### config.mk
export PLATFORM = sky130hd
export DESIGN_NAME = pipe_stage_skid
export DESIGN_NICKNAME = d
export VERILOG_FILES = /design/src/rtl/pipe_pkg.sv /design/src/rtl/sat_counter.sv /design/src/rtl/pipe_stage_skid.sv
export SDC_FILE = /design/constraint.sdc
export NUM_CORES = 1
export LEC_CHECK = 0
export BUFFER_PORTS_ARGS = -buffer_cell sky130_fd_sc_hd__buf_2
export CAP_MARGIN = 40
export CORE_AREA = 2 2 197 180
export DETAILED_ROUTE_END_ITERATION = 12
export DIE_AREA = 0 0 199 182
export GPL_TIMING_DRIVEN = 0
export PLACE_DENSITY = 0.63
export SYNTH_ARGS = -nofsm -noshare
export SYNTH_HDL_FRONTEND = slang
export SYNTH_SLANG_ARGS = --single-unit
export TNS_END_PERCENT = 20
### constraint.sdc
create_clock -name clk -period 3.7 [get_ports clk]
set_clock_uncertainty 0.15 [all_clocks]
set_input_delay 0.37 -clock clk [delete_from_list [all_inputs] [get_ports clk]]
set_output_delay 0.37 -clock clk [all_outputs]
set_load 0.05 [all_outputs]
### src/rtl/pipe_pkg.sv
`default_nettype none
// ============================================================================
// Module   : pipe_pkg
// Purpose  : Shared definitions for the pipeline boundary stages: occupancy
//            encodings and default payload widths per stage boundary.
// Revision : 1.0 - initial release
// ============================================================================
package pipe_pkg;

  // Occupancy of a boundary stage; doubles as the skid state encoding.
  typedef enum logic [1:0] {
    OCC_EMPTY = 2'd0,
    OCC_ONE   = 2'd1,
    OCC_TWO   = 2'd2
  } occ_e;

  // Default payload widths for each boundary of the five-stage core.
  localparam int IFID_DATA_W  = 64;   // PC + instruction
  localparam int IFID_CTRL_W  = 1;
  localparam int IDEX_DATA_W  = 192;  // PC, rs1/rs2 values, immediate
  localparam int IDEX_CTRL_W  = 12;
  localparam int EXMEM_DATA_W = 128;  // ALU result, store data, PC
  localparam int EXMEM_CTRL_W = 6;
  localparam int MEMWB_DATA_W = 96;   // writeback value, PC, rd
  localparam int MEMWB_CTRL_W = 4;

endpackage : pipe_pkg
`default_nettype wire

### src/rtl/sat_counter.sv
`default_nettype none
// ============================================================================
// Module   : sat_counter
// Purpose  : Up-counter with synchronous clear that sticks at all-ones
//            instead of wrapping. Clear wins over increment.
// Revision : 1.0 - initial release
// ============================================================================
module sat_counter #(
  parameter int CNT_W = 16
) (
  input  logic             clk,
  input  logic             rst_n,
  input  logic             inc_i,
  input  logic             clr_i,
  output logic [CNT_W-1:0] cnt_o
);

  logic [CNT_W-1:0] cnt_q;
  logic [CNT_W-1:0] cnt_d;

  // Next count: clear first, otherwise increment unless already saturated.
  always_comb begin
    cnt_d = cnt_q;
    if (clr_i) begin
      cnt_d = '0;
    end else if (inc_i && (cnt_q != {CNT_W{1'b1}})) begin
      cnt_d = cnt_q + CNT_W'(1);
    end
  end

  // Count register with asynchronous reset.
  always_ff @(posedge clk or negedge rst_n) begin
    if (!rst_n) cnt_q <= '0;
    else        cnt_q <= cnt_d;
  end

  assign cnt_o = cnt_q;

endmodule : sat_counter
`default_nettype wire

### src/rtl/pipe_stage_skid.sv
`default_nettype none
// ============================================================================
// Module   : pipe_stage_skid
// Purpose  : Valid/ready pipeline boundary register with flush, bubble
//            control zeroing, optional 2-entry skid buffer (registered
//            in_ready) and a saturating stall counter.
// Revision : 1.0 - initial release
// ============================================================================
module pipe_stage_skid
  import pipe_pkg::*;
#(
  parameter int DATA_W = 128,
  parameter int CTRL_W = 8,
  parameter int SKID   = 1,
  parameter int CNT_W  = 16
) (
  input  logic              clk,
  input  logic              rst_n,
  input  logic              in_valid,
  output logic              in_ready,
  input  logic [DATA_W-1:0] in_data,
  input  logic [CTRL_W-1:0] in_ctrl,
  output logic              out_valid,
  input  logic              out_ready,
  output logic [DATA_W-1:0] out_data,
  output logic [CTRL_W-1:0] out_ctrl,
  input  logic              flush,
  output logic [1:0]        occ,
  output logic [CNT_W-1:0]  stall_cnt,
  input  logic              stall_clr
);

  logic              w_out_valid;
  logic              w_in_ready;
  logic [1:0]        w_occ;
  logic [DATA_W-1:0] w_main_data;
  logic [CTRL_W-1:0] w_main_ctrl;

  if (SKID != 0) begin : g_skid
    occ_e              occ_q, occ_d;
    logic [DATA_W-1:0] main_data_q, main_data_d;
    logic [CTRL_W-1:0] main_ctrl_q, main_ctrl_d;
    logic [DATA_W-1:0] skid_data_q, skid_data_d;
    logic [CTRL_W-1:0] skid_ctrl_q, skid_ctrl_d;
    logic              in_ready_q, in_ready_d;
    logic              w_in_xfer;
    logic              w_out_xfer;

    assign w_in_xfer  = in_valid & in_ready_q;
    assign w_out_xfer = (occ_q != OCC_EMPTY) & out_ready;

    // Next-state: FIFO of main+skid; flush kills entries but keeps data.
    always_comb begin
      occ_d       = occ_q;
      main_data_d = main_data_q;
      main_ctrl_d = main_ctrl_q;
      skid_data_d = skid_data_q;
      skid_ctrl_d = skid_ctrl_q;
      if (flush) begin
        occ_d       = OCC_EMPTY;
        main_ctrl_d = '0;
        skid_ctrl_d = '0;
      end else begin
        case (occ_q)
          OCC_EMPTY: begin
            if (w_in_xfer) begin
              occ_d       = OCC_ONE;
              main_data_d = in_data;
              main_ctrl_d = in_ctrl;
            end
          end
          OCC_ONE: begin
            if (w_in_xfer && w_out_xfer) begin
              main_data_d = in_data;
              main_ctrl_d = in_ctrl;
            end else if (w_in_xfer) begin
              occ_d       = OCC_TWO;
              skid_data_d = in_data;
              skid_ctrl_d = in_ctrl;
            end else if (w_out_xfer) begin
              occ_d = OCC_EMPTY;
            end
          end
          OCC_TWO: begin
            // in_ready is low here, so only the drain case matters.
            if (w_out_xfer) begin
              occ_d       = OCC_ONE;
              main_data_d = skid_data_q;
              main_ctrl_d = skid_ctrl_q;
            end
          end
          default: occ_d = OCC_EMPTY;
        endcase
      end
      // Registering from the next occupancy keeps out_ready off the path.
      in_ready_d = (occ_d != OCC_TWO);
    end

    // State and entry registers.
    always_ff @(posedge clk or negedge rst_n) begin
      if (!rst_n) begin
        occ_q       <= OCC_EMPTY;
        main_data_q <= '0;
        main_ctrl_q <= '0;
        skid_data_q <= '0;
        skid_ctrl_q <= '0;
        in_ready_q  <= 1'b1;
      end else begin
        occ_q       <= occ_d;
        main_data_q <= main_data_d;
        main_ctrl_q <= main_ctrl_d;
        skid_data_q <= skid_data_d;
        skid_ctrl_q <= skid_ctrl_d;
        in_ready_q  <= in_ready_d;
      end
    end

    assign w_out_valid = (occ_q != OCC_EMPTY);
    assign w_in_ready  = in_ready_q;
    assign w_occ       = occ_q;
    assign w_main_data = main_data_q;
    assign w_main_ctrl = main_ctrl_q;
  end else begin : g_single
    logic              valid_q, valid_d;
    logic [DATA_W-1:0] data_q, data_d;
    logic [CTRL_W-1:0] ctrl_q, ctrl_d;
    logic              w_in_xfer;
    logic              w_out_xfer;

    assign w_in_ready = !valid_q | out_ready;
    assign w_in_xfer  = in_valid & w_in_ready;
    assign w_out_xfer = valid_q & out_ready;

    // Next-state: flush, then load, then drain, otherwise hold.
    always_comb begin
      valid_d = valid_q;
      data_d  = data_q;
      ctrl_d  = ctrl_q;
      if (flush) begin
        valid_d = 1'b0;
        ctrl_d  = '0;
      end else if (w_in_xfer) begin
        valid_d = 1'b1;
        data_d  = in_data;
        ctrl_d  = in_ctrl;
      end else if (w_out_xfer) begin
        valid_d = 1'b0;
      end
    end

    // Single entry register.
    always_ff @(posedge clk or negedge rst_n) begin
      if (!rst_n) begin
        valid_q <= 1'b0;
        data_q  <= '0;
        ctrl_q  <= '0;
      end else begin
        valid_q <= valid_d;
        data_q  <= data_d;
        ctrl_q  <= ctrl_d;
      end
    end

    assign w_out_valid = valid_q;
    assign w_occ       = {1'b0, valid_q};
    assign w_main_data = data_q;
    assign w_main_ctrl = ctrl_q;
  end

  sat_counter #(
    .CNT_W (CNT_W)
  ) u_stall_cnt (
    .clk   (clk),
    .rst_n (rst_n),
    .inc_i (w_out_valid & ~out_ready),
    .clr_i (stall_clr),
    .cnt_o (stall_cnt)
  );

  assign out_valid = w_out_valid;
  assign in_ready  = w_in_ready;
  assign occ       = w_occ;
  assign out_data  = w_main_data;
  // A bubble never carries live control bits.
  assign out_ctrl  = w_out_valid ? w_main_ctrl : '0;

endmodule : pipe_stage_skid
`default_nettype wire

==> qor.yml <==
die_x_um: 199
dpl.hpwl_mm: 23.5
syn_inst: 1157
place_inst: 1927
clock-sinks: 291
grt_pass1_wl_mm: 55.8
clock_latency_ps: 510
status: "finished, final reports clean"
power_w: 0.0109
synthSimpleGateAreaFrac_pct: 14.7
rows: 65
cts_made_buffers: 34
synthDistinctLibCells: 46
layout-drive-gt1-share_pct: 39.4
via_count: 10200
use_met1_pct: 26.2
fin_nets: 1775
gp_congestion: 0.804
final_util_pct: 53.2
cts_tree: "built"
synth-adder-area-share_pct: 0.0924
worst-setup-path-type: "flop to flop"
synth_flop_cell: "dfrtp_1"
period_minus_slack_ps: 2450
hold_class: "input pin to flop"
firstDrtPassIters: 4
syn_area_per_cell_sq_um: 11.7
ctsResizeCount: 0
via_per_inst: 4.78
global_route.overflow_total: 0
ys_seq_area_share_pct: 53.8
p_per_area_nw_per_um2: 598
start_kind: "flop"
die_h_um: 182
max_cap_violations: 0
route.detailed.drc: 0
synthMuxAreaShare_pct: 25.5
fin_crit_sh_pct: 66.2
grtUsageMet2_pct: 30.8
syn_nets: 1300
clk_root_buffer_cell: "clkbuf_16"
core_area_sq_um: 34400
synth_edf_count: 0
top_usage_layer: "met2"
slew_headroom_pct: 42.9
synth_compound_area_share_pct: 1.99
antenna_found_initial: 3
fmax_mhz: 408
area_growth_pct: 35.0
peakVddDrop_v: 0.000445
io_buffers: 297
netlist_top_cells_count: "nand2_1 (411), dfrtp_1 (290), mux2_2 (139)"
grt_pass1_vias: 10400
cp_max_fo: 10
slew_viol_final: 0
postLayoutCellArea_sq_um: 18300
use_met3_pct: 4.79
wl_per_cell_um: 16.4
leakage_nw: 9.01
worstPathArrival_ps: 2700
cp.required_ps: 3950
netlist_area_sq_um: 13500
yosysTopAreaCell: "dfrtp_1"
ctsHoldBuffers: 138
setup_viol: 0
synth_xor_area_share_pct: 0.0647
ys_ff_latch: 291
grt_max_degree: 117
synth_area_leaders: "dfrtp_1 (54%), mux2_4 (13%), mux2_2 (12%)"
synth_top_family_by_area: "multiplexers"
htreeDepth: 2
yosysMostFrequentCell: "nand2_1"
ios: 298
worst_slew_pin_slew_ps: 850
routed_wl_mm: 35.0
synth_warnings: 0
track_usage_pct: 19.3
crit_path_end_kind: "flop"
rsz0062_at_grt: "false"
start_util_pct: 39.4
ant_nets: 0
drt_iter0_markers: 350
cts_buffer_depth: 3
design.die.area_sq_um: 36200
synthArstFlopShare_pct: 100
path_clk_slew_ps: 60
post_cts_buffers: 0
hold_viol: 0
final_cells: 2130
synth_top_area_share_pct: 53.6
fill_cells: 3013
placed_area_sq_um: 15700
## sequential cells by signal, indices dropped and copies added, names as in the netlist
signal and count:
u_stall_cnt.cnt_o 16, g_skid.main_ctrl_q 8, g_skid.skid_ctrl_q 8, occ 2, out_data 128, g_skid.skid_data_q 128
in_ready 1
## path summary, 6_finish.rpt
kind	start	cells after the start	to	slack [ps]
min in group asynchronous	rst_n	2	out_data[125]	280
worst min-delay path	stall_clr	3	u_stall_cnt.cnt_o[0]	90
max in group asynchronous	rst_n	3	g_skid.main_ctrl_q[5]	2090
worst max-delay path	occ[1]	6	g_skid.main_ctrl_q[5]	1250
worst min register to register	g_skid.skid_data_q[29]	1	g_skid.skid_data_q[29]	350
worst max register to register	occ[1]	6	g_skid.main_ctrl_q[5]	1250
## area by class of cell
class                   instances  area (sq um)  share of cell area, %
repair buffers                439          2960                   16.2
diodes                          3          7.51                 0.0410
inverters                       2          7.51                 0.0410
plain buffers                  66           512                   2.80
multi-input cells             798          5740                   31.4
clock inverters                11           165                  0.903
well taps                     469           587                   3.21
flip-flops and latches        291          7280                   39.8
clock buffers                  51          1030                   5.62
## metrics by stage
stage	worst slack [ps]	hold slack, ps	TNS (ps)
5_1_grt	1040	101	0
3_5_place_dp	1250	237	0
4_1_cts	1220	62.9	0
2_1_floorplan	1380	-75.6	0
6_report	1250	88.1	0
3_3_place_gp	-3630	338	-1042490
## per-layer routing
layer / up-vias / routed length, um
li1: 4820 / -
met1: 5018 / 16000
met2: 279 / 15900
met3: 55 / 2320
met4: 0 / 737
met5: - / 0
## critical path, cell delays in order, from the launching register on
cell and delay, ps:
dfrtp_1 520, nor2b_1 220, clkbuf_1 390, buf_6 210, clkbuf_1 450, nand2_1 110, a311oi_1 290
## cell usage in the layout (no fill, tap or decap), types with 2 or more instances in the layout
cell type	synthesis	final
a311oi_1	8	8
o21ai_0	5	5
clkinv_2	0	4
nand2b_1	3	3
mux2_2	139	139
and2_1	4	4
bufinv_16	0	4
a31oi_1	3	3
clkinv_4	0	2
buf_6	18	20
mux2i_1	9	9
o31ai_1	3	3
or4_1	2	2
or3_1	4	4
nor2_1	16	16
dlygate4sd3_1	0	138
clkbuf_8	0	5
clkbuf_1	34	43
mux2_4	120	120
buf_16	0	2
buf_2	1	297
nor3_1	16	16
a21oi_1	10	10
a211oi_1	3	3
nand4_1	4	4
inv_1	2	2
dfrtp_1	290	290
nand3_1	5	5
buf_8	11	12
nand2_1	411	411
clkbuf_16	0	37
diode_2	0	3
and4_1	2	2
nor2b_1	13	13
and3_1	2	2
## logic make-up after synthesis
family | count (synthesis)
AOI/OAI and AO/OA | 38
xor gates and xnor gates | 1
adders and majority gates | 1
buffers and inverters | 68
DFF | 291
muxes | 268
and+or+nand+nor | 490
## where the power goes
part	leakage [nW]	switching, W	internal [W]
registers	3.56	0.000405	0.00394
logic	4.87	0.00183	0.00122
clock network	0.583	0.00134	0.00221
Power figures use the tool's default switching activity.
